### config.mk
export PLATFORM = sky130hd
export DESIGN_NAME = mem_access_stage
export DESIGN_NICKNAME = d
export VERILOG_FILES = /design/src/rtl/mem_stage_pkg.sv /design/src/rtl/segment_mem_wb.sv /design/src/rtl/mem_access_stage.sv
export SDC_FILE = /design/constraint.sdc
export NUM_CORES = 1
export LEC_CHECK = 0
export ABC_AREA = 1
export CAP_MARGIN = 20
export CELL_PAD_IN_SITES_DETAIL_PLACEMENT = 1
export CELL_PAD_IN_SITES_GLOBAL_PLACEMENT = 1
export CORE_MARGIN = 2
export CORE_UTILIZATION = 35
export CTS_CLUSTER_SIZE = 20
export DETAILED_ROUTE_END_ITERATION = 10
export DONT_BUFFER_PORTS = 1
export PLACE_DENSITY = 0.76
export SYNTH_ARGS = -nofsm -noshare
export SYNTH_HDL_FRONTEND = slang
export SYNTH_SLANG_ARGS = --single-unit
### constraint.sdc
create_clock -name clk -period 4.3 [get_ports clk]
set_input_delay 0.645 -clock clk [delete_from_list [all_inputs] [get_ports clk]]
set_output_delay 0.645 -clock clk [all_outputs]
set_load 0.02 [all_outputs]
### src/rtl/mem_stage_pkg.sv
// Shared types for the memory stage.
//   mem_state_t  : access FSM states (IDLE, ACCESS)
//   memwb_t      : contents of the MEM/WB pipeline register
//   MEMWB_BUBBLE : MEM/WB value for an empty slot (controls and fields cleared)
package mem_stage_pkg;

  typedef enum logic {
    IDLE   = 1'b0,
    ACCESS = 1'b1
  } mem_state_t;

  typedef struct packed {
    logic        MemToReg;
    logic        RegWrite;
    logic [31:0] mem_data;
    logic [31:0] alu;
    logic [3:0]  RR3;
  } memwb_t;

  localparam memwb_t MEMWB_BUBBLE = '0;

endpackage

### src/rtl/segment_mem_wb.sv
// MEM/WB pipeline register, updated on the falling clock edge.
// Ports:
//   clk_i        : clock (falling edge active)
//   rst_i        : asynchronous active-high reset, clears all fields
//   bubble_i     : load an empty slot; mem_data keeps its previous value
//   load_data_i  : when not bubbling, also capture d_i.mem_data
//   d_i          : next MEM/WB contents
//   q_o          : registered MEM/WB contents
module segment_mem_wb
  import mem_stage_pkg::*;
(
  input  logic   clk_i,
  input  logic   rst_i,
  input  logic   bubble_i,
  input  logic   load_data_i,
  input  memwb_t d_i,
  output memwb_t q_o
);

  memwb_t q_q;
  memwb_t q_d;

  always_comb begin
    q_d = q_q;
    if (bubble_i) begin
      q_d          = MEMWB_BUBBLE;
      q_d.mem_data = q_q.mem_data;
    end else begin
      q_d.MemToReg = d_i.MemToReg;
      q_d.RegWrite = d_i.RegWrite;
      q_d.alu      = d_i.alu;
      q_d.RR3      = d_i.RR3;
      if (load_data_i) begin
        q_d.mem_data = d_i.mem_data;
      end
    end
  end

  always_ff @(negedge clk_i or posedge rst_i) begin
    if (rst_i) begin
      q_q <= '0;
    end else begin
      q_q <= q_d;
    end
  end

  assign q_o = q_q;

endmodule

### src/rtl/mem_access_stage.sv
// Memory stage: issues data-memory loads/stores over a req/ready handshake,
// stalls the upstream pipeline while an access is outstanding, aborts an
// access after TIMEOUT_CYCLES cycles, and holds the MEM/WB register.
// Ports:
//   clk, rst                    : falling-edge clock, async active-high reset
//   MemToReg_in .. RR3_in       : EX/MEM register outputs
//   dmem_req/we/addr/wdata      : data-memory request (held for whole access)
//   dmem_rdata, dmem_ready      : data-memory response
//   stall_out                   : freezes PC, IF/ID, ID/EX, EX/MEM
//   err_out                     : sticky fault (illegal access or timeout)
//   MemToReg_out .. RR3_out     : MEM/WB register outputs
module mem_access_stage
  import mem_stage_pkg::*;
#(
  parameter int TIMEOUT_CYCLES = 16
) (
  input  logic        clk,
  input  logic        rst,
  input  logic        MemToReg_in,
  input  logic        MemRead_in,
  input  logic        MemWrite_in,
  input  logic        RegWrite_in,
  input  logic [31:0] alu_in,
  input  logic [31:0] RD3_in,
  input  logic [3:0]  RR3_in,
  output logic        dmem_req,
  output logic        dmem_we,
  output logic [31:0] dmem_addr,
  output logic [31:0] dmem_wdata,
  input  logic [31:0] dmem_rdata,
  input  logic        dmem_ready,
  output logic        stall_out,
  output logic        err_out,
  output logic        MemToReg_out,
  output logic        RegWrite_out,
  output logic [31:0] mem_data_out,
  output logic [31:0] alu_out,
  output logic [3:0]  RR3_out
);

  localparam int                 CNT_W    = $clog2(TIMEOUT_CYCLES + 1);
  localparam logic [CNT_W-1:0]   CNT_LAST = CNT_W'(TIMEOUT_CYCLES - 1);
  localparam logic [CNT_W-1:0]   CNT_MAX  = CNT_W'(TIMEOUT_CYCLES);

  mem_state_t       state_q, state_d;
  logic [CNT_W-1:0] cnt_q, cnt_d;
  logic [31:0]      addr_q, addr_d;
  logic [31:0]      wdata_q, wdata_d;
  logic             we_q, we_d;
  logic             err_q, err_d;

  logic   mem_op;
  logic   illegal;
  logic   timeout_hit;
  logic   wb_bubble;
  logic   wb_load_data;
  memwb_t wb_d;
  memwb_t wb_q;

  assign mem_op      = MemRead_in | MemWrite_in;
  assign illegal     = mem_op & ((MemRead_in & MemWrite_in) | (alu_in[1:0] != 2'b00));
  assign timeout_hit = (state_q == ACCESS) & ~dmem_ready & (cnt_q == CNT_LAST);

  // The stall drops in the completing/aborting cycle so EX/MEM advances on
  // the same edge MEM/WB captures the result. Gated by rst so every output
  // reads 0 while reset is held.
  assign stall_out = ~rst & mem_op & ~illegal &
                     ~((state_q == ACCESS) & (dmem_ready | timeout_hit));

  always_comb begin
    state_d      = state_q;
    cnt_d        = cnt_q;
    addr_d       = addr_q;
    wdata_d      = wdata_q;
    we_d         = we_q;
    err_d        = err_q;
    wb_bubble    = 1'b0;
    wb_load_data = 1'b0;
    unique case (state_q)
      IDLE: begin
        if (illegal) begin
          err_d     = 1'b1;
          wb_bubble = 1'b1;
        end else if (mem_op) begin
          addr_d    = alu_in;
          wdata_d   = RD3_in;
          we_d      = MemWrite_in;
          cnt_d     = '0;
          wb_bubble = 1'b1;
          state_d   = ACCESS;
        end
      end
      ACCESS: begin
        if (dmem_ready) begin
          wb_load_data = ~we_q;
          state_d      = IDLE;
        end else if (timeout_hit) begin
          err_d     = 1'b1;
          wb_bubble = 1'b1;
          state_d   = IDLE;
        end else begin
          if (cnt_q != CNT_MAX) begin
            cnt_d = cnt_q + 1'b1;
          end
          wb_bubble = 1'b1;
        end
      end
      default: begin
        state_d = IDLE;
      end
    endcase
  end

  always_ff @(negedge clk or posedge rst) begin
    if (rst) begin
      state_q <= IDLE;
      cnt_q   <= '0;
      addr_q  <= '0;
      wdata_q <= '0;
      we_q    <= 1'b0;
      err_q   <= 1'b0;
    end else begin
      state_q <= state_d;
      cnt_q   <= cnt_d;
      addr_q  <= addr_d;
      wdata_q <= wdata_d;
      we_q    <= we_d;
      err_q   <= err_d;
    end
  end

  assign wb_d = '{MemToReg: MemToReg_in, RegWrite: RegWrite_in,
                  mem_data: dmem_rdata, alu: alu_in, RR3: RR3_in};

  segment_mem_wb u_mem_wb (
    .clk_i       (clk),
    .rst_i       (rst),
    .bubble_i    (wb_bubble),
    .load_data_i (wb_load_data),
    .d_i         (wb_d),
    .q_o         (wb_q)
  );

  assign dmem_req     = (state_q == ACCESS);
  assign dmem_we      = we_q;
  assign dmem_addr    = addr_q;
  assign dmem_wdata   = wdata_q;
  assign err_out      = err_q;
  assign MemToReg_out = wb_q.MemToReg;
  assign RegWrite_out = wb_q.RegWrite;
  assign mem_data_out = wb_q.mem_data;
  assign alu_out      = wb_q.alu;
  assign RR3_out      = wb_q.RR3;

endmodule

Word-level counts from Yosys, hierarchy flattened
Index checks and enable logic that the tools add are counted.
Word-level totals
  register bits after elaboration: 142
  bits of input ports: 107
  word-level logic and storage cells: 66
Operators by class
  add/subtract/negate cells: 1
  eq/ne operators: 9
  muxes and demuxes: 22
  bitwise gates (word level): 18
  reductions and logical operators: 5
Operators with widths (number)
  2-to-1 mux 70 bit: 1
  2-to-1 mux 32 bit: 1
  2-to-1 mux 5 bit: 5
  2-to-1 mux 1 bit: 11
  inequality test 2 bit, second input constant: 5
  case mux 5 bit (2 select lines): 1
  bitwise AND 1 bit: 8
  inverter 1 bit: 7
  case mux 1 bit (2 select lines): 3
  AND reduction 3 bit: 2
  adder 5 x 1 -> 5 bit, second input constant: 1
  equality test 5 x 4 -> 1 bit, second input constant: 1
  inequality test 5 bit, second input constant: 1
  AND reduction 5 bit: 1
  inequality test 2 x 1 -> 1 bit, second input constant: 2
  bitwise OR 1 bit: 3
  AND reduction 2 bit: 1
  nonzero test 2 bit: 1

Logic depth before layout (Yosys ltp)
  word-level depth: 7
  gate-level depth with buffers: 10

Modules after synthesis
A second synthesis with hierarchy kept.
Second synthesis, totals
  cell total of the unflattened synthesis: 603
  area total of the unflattened synthesis: 5526.6 um2
By module, submodules not included
  mem_access_stage: times used 1, cells each 344, area each 2995.4 um2
  segment_mem_wb: times used 1, cells each 259, area each 2531.2 um2

==> impl_metrics.yaml <==
power_and_ir_drop:
  p_int_mw: 2.69
  switching_share_pct: 35.2
  p_leak_nw: 3.37
  switching_power_mw: 1.46
  p_clk_share_pct: 36.8
  seqPwrFrac_pct: 52.5
  ir_drop_mv: 0.262
  combPwrFrac_pct: 10.7
  p_per_area_nw_per_um2: 659
global_routing:
  track_usage_pct: 17.1
  antenna_found_initial: 0
  overflow: 0
  grt_pass1_vias: 4266
  grt_pass1_wl_um: 21600
  grt_max_degree: 79
place:
  dp.cells: 742
  hpwl_um: 10200
  gp_congestion: 0.800
  place_area_um2: 5630
  io_buffers: 0
layout:
  drive_above_1_share_pct: 12.0
  stdcell_count: 780
  area_growth_syn_to_layout_pct: 16.8
  final_area_um2: 6300
  nets: 689
  antennaDiodeCount: 0
clock_tree:
  clk_latency_ps: 400
  cts_max_path_buffers: 2
  path_clk_slew_ps: 50
  clkSinkCount: 142
  cts_root_buffer: "clkbuf_16"
  cts_tree: "built"
  htreeDepth: 4
  cts_buffers: 17
sta:
  finalSetupTns_ps: -270
  hold_viol: 0
  timing.hold.ws_ps: 508
  tightest_slew_ps: 1020
  setup_ws_ps: -270
  rsz0062_at_grt: "true"
  final-max-slew-violation-count: 0
  fin_skew_ps: 16.6
  slew-limit-headroom_pct: 32.1
  setup_violations: 1
logic_synthesis:
  syn_inst: 564
  syn_area_um2: 5390
  synth_fp_nets: 674
  ys_seq_area_share_pct: 65.9
  yosysWarnings: 0
  syn_area_per_cell_um2: 9.56
  synth.ff_latch_count: 142
  ys_types: 23
worst_setup_path:
  cpPeakStageDelay_ps: 350
  crit_buf_inv: 2
  crit_top_cell: "ha_2"
  critPathLaunchType: "register"
  slowest_stage: "dfrtn_1"
  crit_fanout: 2
  critPathKind: "reg2out"
  path_delay_family: "adder cells"
  crit_path_cell_trace: "ha_2 -> nand2_1 -> nor2_1 -> ha_2 -> o21ai_4 -> inv_2 -> nor3_2 -> buf_4"
  cp.arrival_ps: 3920
  critPathRequiredTime_ps: 3650
  cp-end-kind: "primary output"
routing:
  ant_nets: 0
  firstDrtPassIters: 4
  wl_um: 13900
  drc: 0
  wire_per_inst_um: 17.8
  vias: 3798
  drt_first_iter_violations: 166
  viasPerCell: 4.87
die:
  initial_core_util_pct: 35.6
  design.core.area_um2: 15100
  die_area_um2: 16400
  std_cell_rows: 45
  ioPinCount: 245
  die_w_um: 128
  die_h_um: 128
hold_path:
  hold_class: "reg2reg"
run_status:
  status: "finished with violations"
  violations: "setup timing"
flow_run:
  maxCapViolations: 0
[power by group through the flow]
| stage | Combinational [mW] | Sequential, mW | Clock, mW |
|---|---|---|---|
| 2_1_floorplan | 0.329 | 2.13 | 0 |
| 3_3_place_gp | 0.395 | 2.19 | 0 |
| 3_5_place_dp | 0.437 | 2.20 | 0 |
| 4_1_cts | 0.448 | 2.19 | 1.57 |
| 5_1_grt | 0.524 | 2.22 | 1.62 |
| 6_report | 0.444 | 2.18 | 1.53 |
[registers in the layout, summed over array words and instances, names as in the netlist]
register	cells
dmem_we	1
dmem_addr	32
cnt_q	5
u_mem_wb.q_o	70
dmem_req	1
err_out	1
dmem_wdata	32
[cells in the final DEF, fill, tap and decap left out, drive strengths merged]
cell      instances
nand2           210
dfrtn           142
inv              66
nor2             44
nand3            42
o21ai            33
buf              23
clkbuf           17
ha                3
xor2              2
bufinv            2
nand4             2
a31oi             2
nand3b            1
nor3              1
clkinvlp          1
clkinv            1
[per-layer routing]
layer / track usage, % / up-vias / wire length (um)
met3: 8.18 / 14 / 1400
met2: 29.2 / 172 / 6900
met1: 18.5 / 1853 / 5400
met5: 0 / - / 0
met4: 6.53 / 0 / 166
li1: - / 1759 / -
[path summary, 6_finish.rpt]
path                       slack [ps]  depth (start not counted)          endpoint      from
max in group asynchronous        1390                          2    dmem_wdata[18]       rst
max                              -270                          8         stall_out  cnt_q[1]
max reg2reg                      2310                          5  u_mem_wb.q_o[62]   dmem_we
min                               510                          2          cnt_q[4]  cnt_q[4]
min in group asynchronous        2150                          1          cnt_q[4]       rst
min reg2reg                       510                          2          cnt_q[4]  cnt_q[4]
[cell families (layout without fill, tap and decap cells)]
| group | Yosys count | count (layout) | synth area share [%] |
|---|---|---|---|
| AND/OR/NAND/NOR | 300 | 300 | 22.4 |
| flip-flops | 142 | 142 | 65.9 |
| adder cells (fa/ha/maj) | 3 | 3 | 0.696 |
| XOR/XNOR | 2 | 2 | 0.325 |
| buffers and inverters | 82 | 110 | 7.17 |
| AO/OA/AOI/OAI | 35 | 35 | 3.50 |
[Yosys cell counts (all sizes together)]
| master | n | area [um2] |
|---|---|---|
| o21ai | 33 | 176 |
| a31oi | 2 | 12.5 |
| nand2 | 210 | 788 |
| nand3b | 1 | 7.51 |
| ha | 3 | 37.5 |
| dfrtn | 142 | 3550 |
| nand3 | 42 | 210 |
| buf | 19 | 148 |
| inv | 55 | 209 |
| nor3 | 1 | 5.00 |
| nor2 | 44 | 170 |
| nand4 | 2 | 27.5 |
| clkbuf | 8 | 30.0 |
| xor2 | 2 | 17.5 |
[worst min-delay path, stage by stage, from the launching register on]
cell and delay, ps:
dfrtn_1 470, nand2_1 70, nand2_1 60
[per-stage QoR]
step | util (%) | power (mW) | setup slack (ps)
finish | 41.6 | 4.15 | -270
global route | 41.6 | 4.37 | -357
CTS | 41.5 | 4.21 | -254
detailed placement | 37.1 | 2.64 | 5.83
global placement | 37.1 | 2.59 | 82.4
floorplan | - | 2.46 | -160
[timing repair]
item / CTS / global route
pin swaps: 3 / 0
hold buffers: 0 / 0
resized for setup: 4 / 1
setup endpoints to repair: 1 / 1
setup buffers: 5 / 1
gates cloned: 0 / 0
[cell type report]
type	instances	area, um2
clock inverter	15	186
timing repair buffer	23	198
inverter	55	213
clock buffer	17	425
sequential	142	3550
multi-input combinational	340	1490
fill	1720	8850
tap	188	235
No activity file was read; power rests on OpenSTA's default activity.
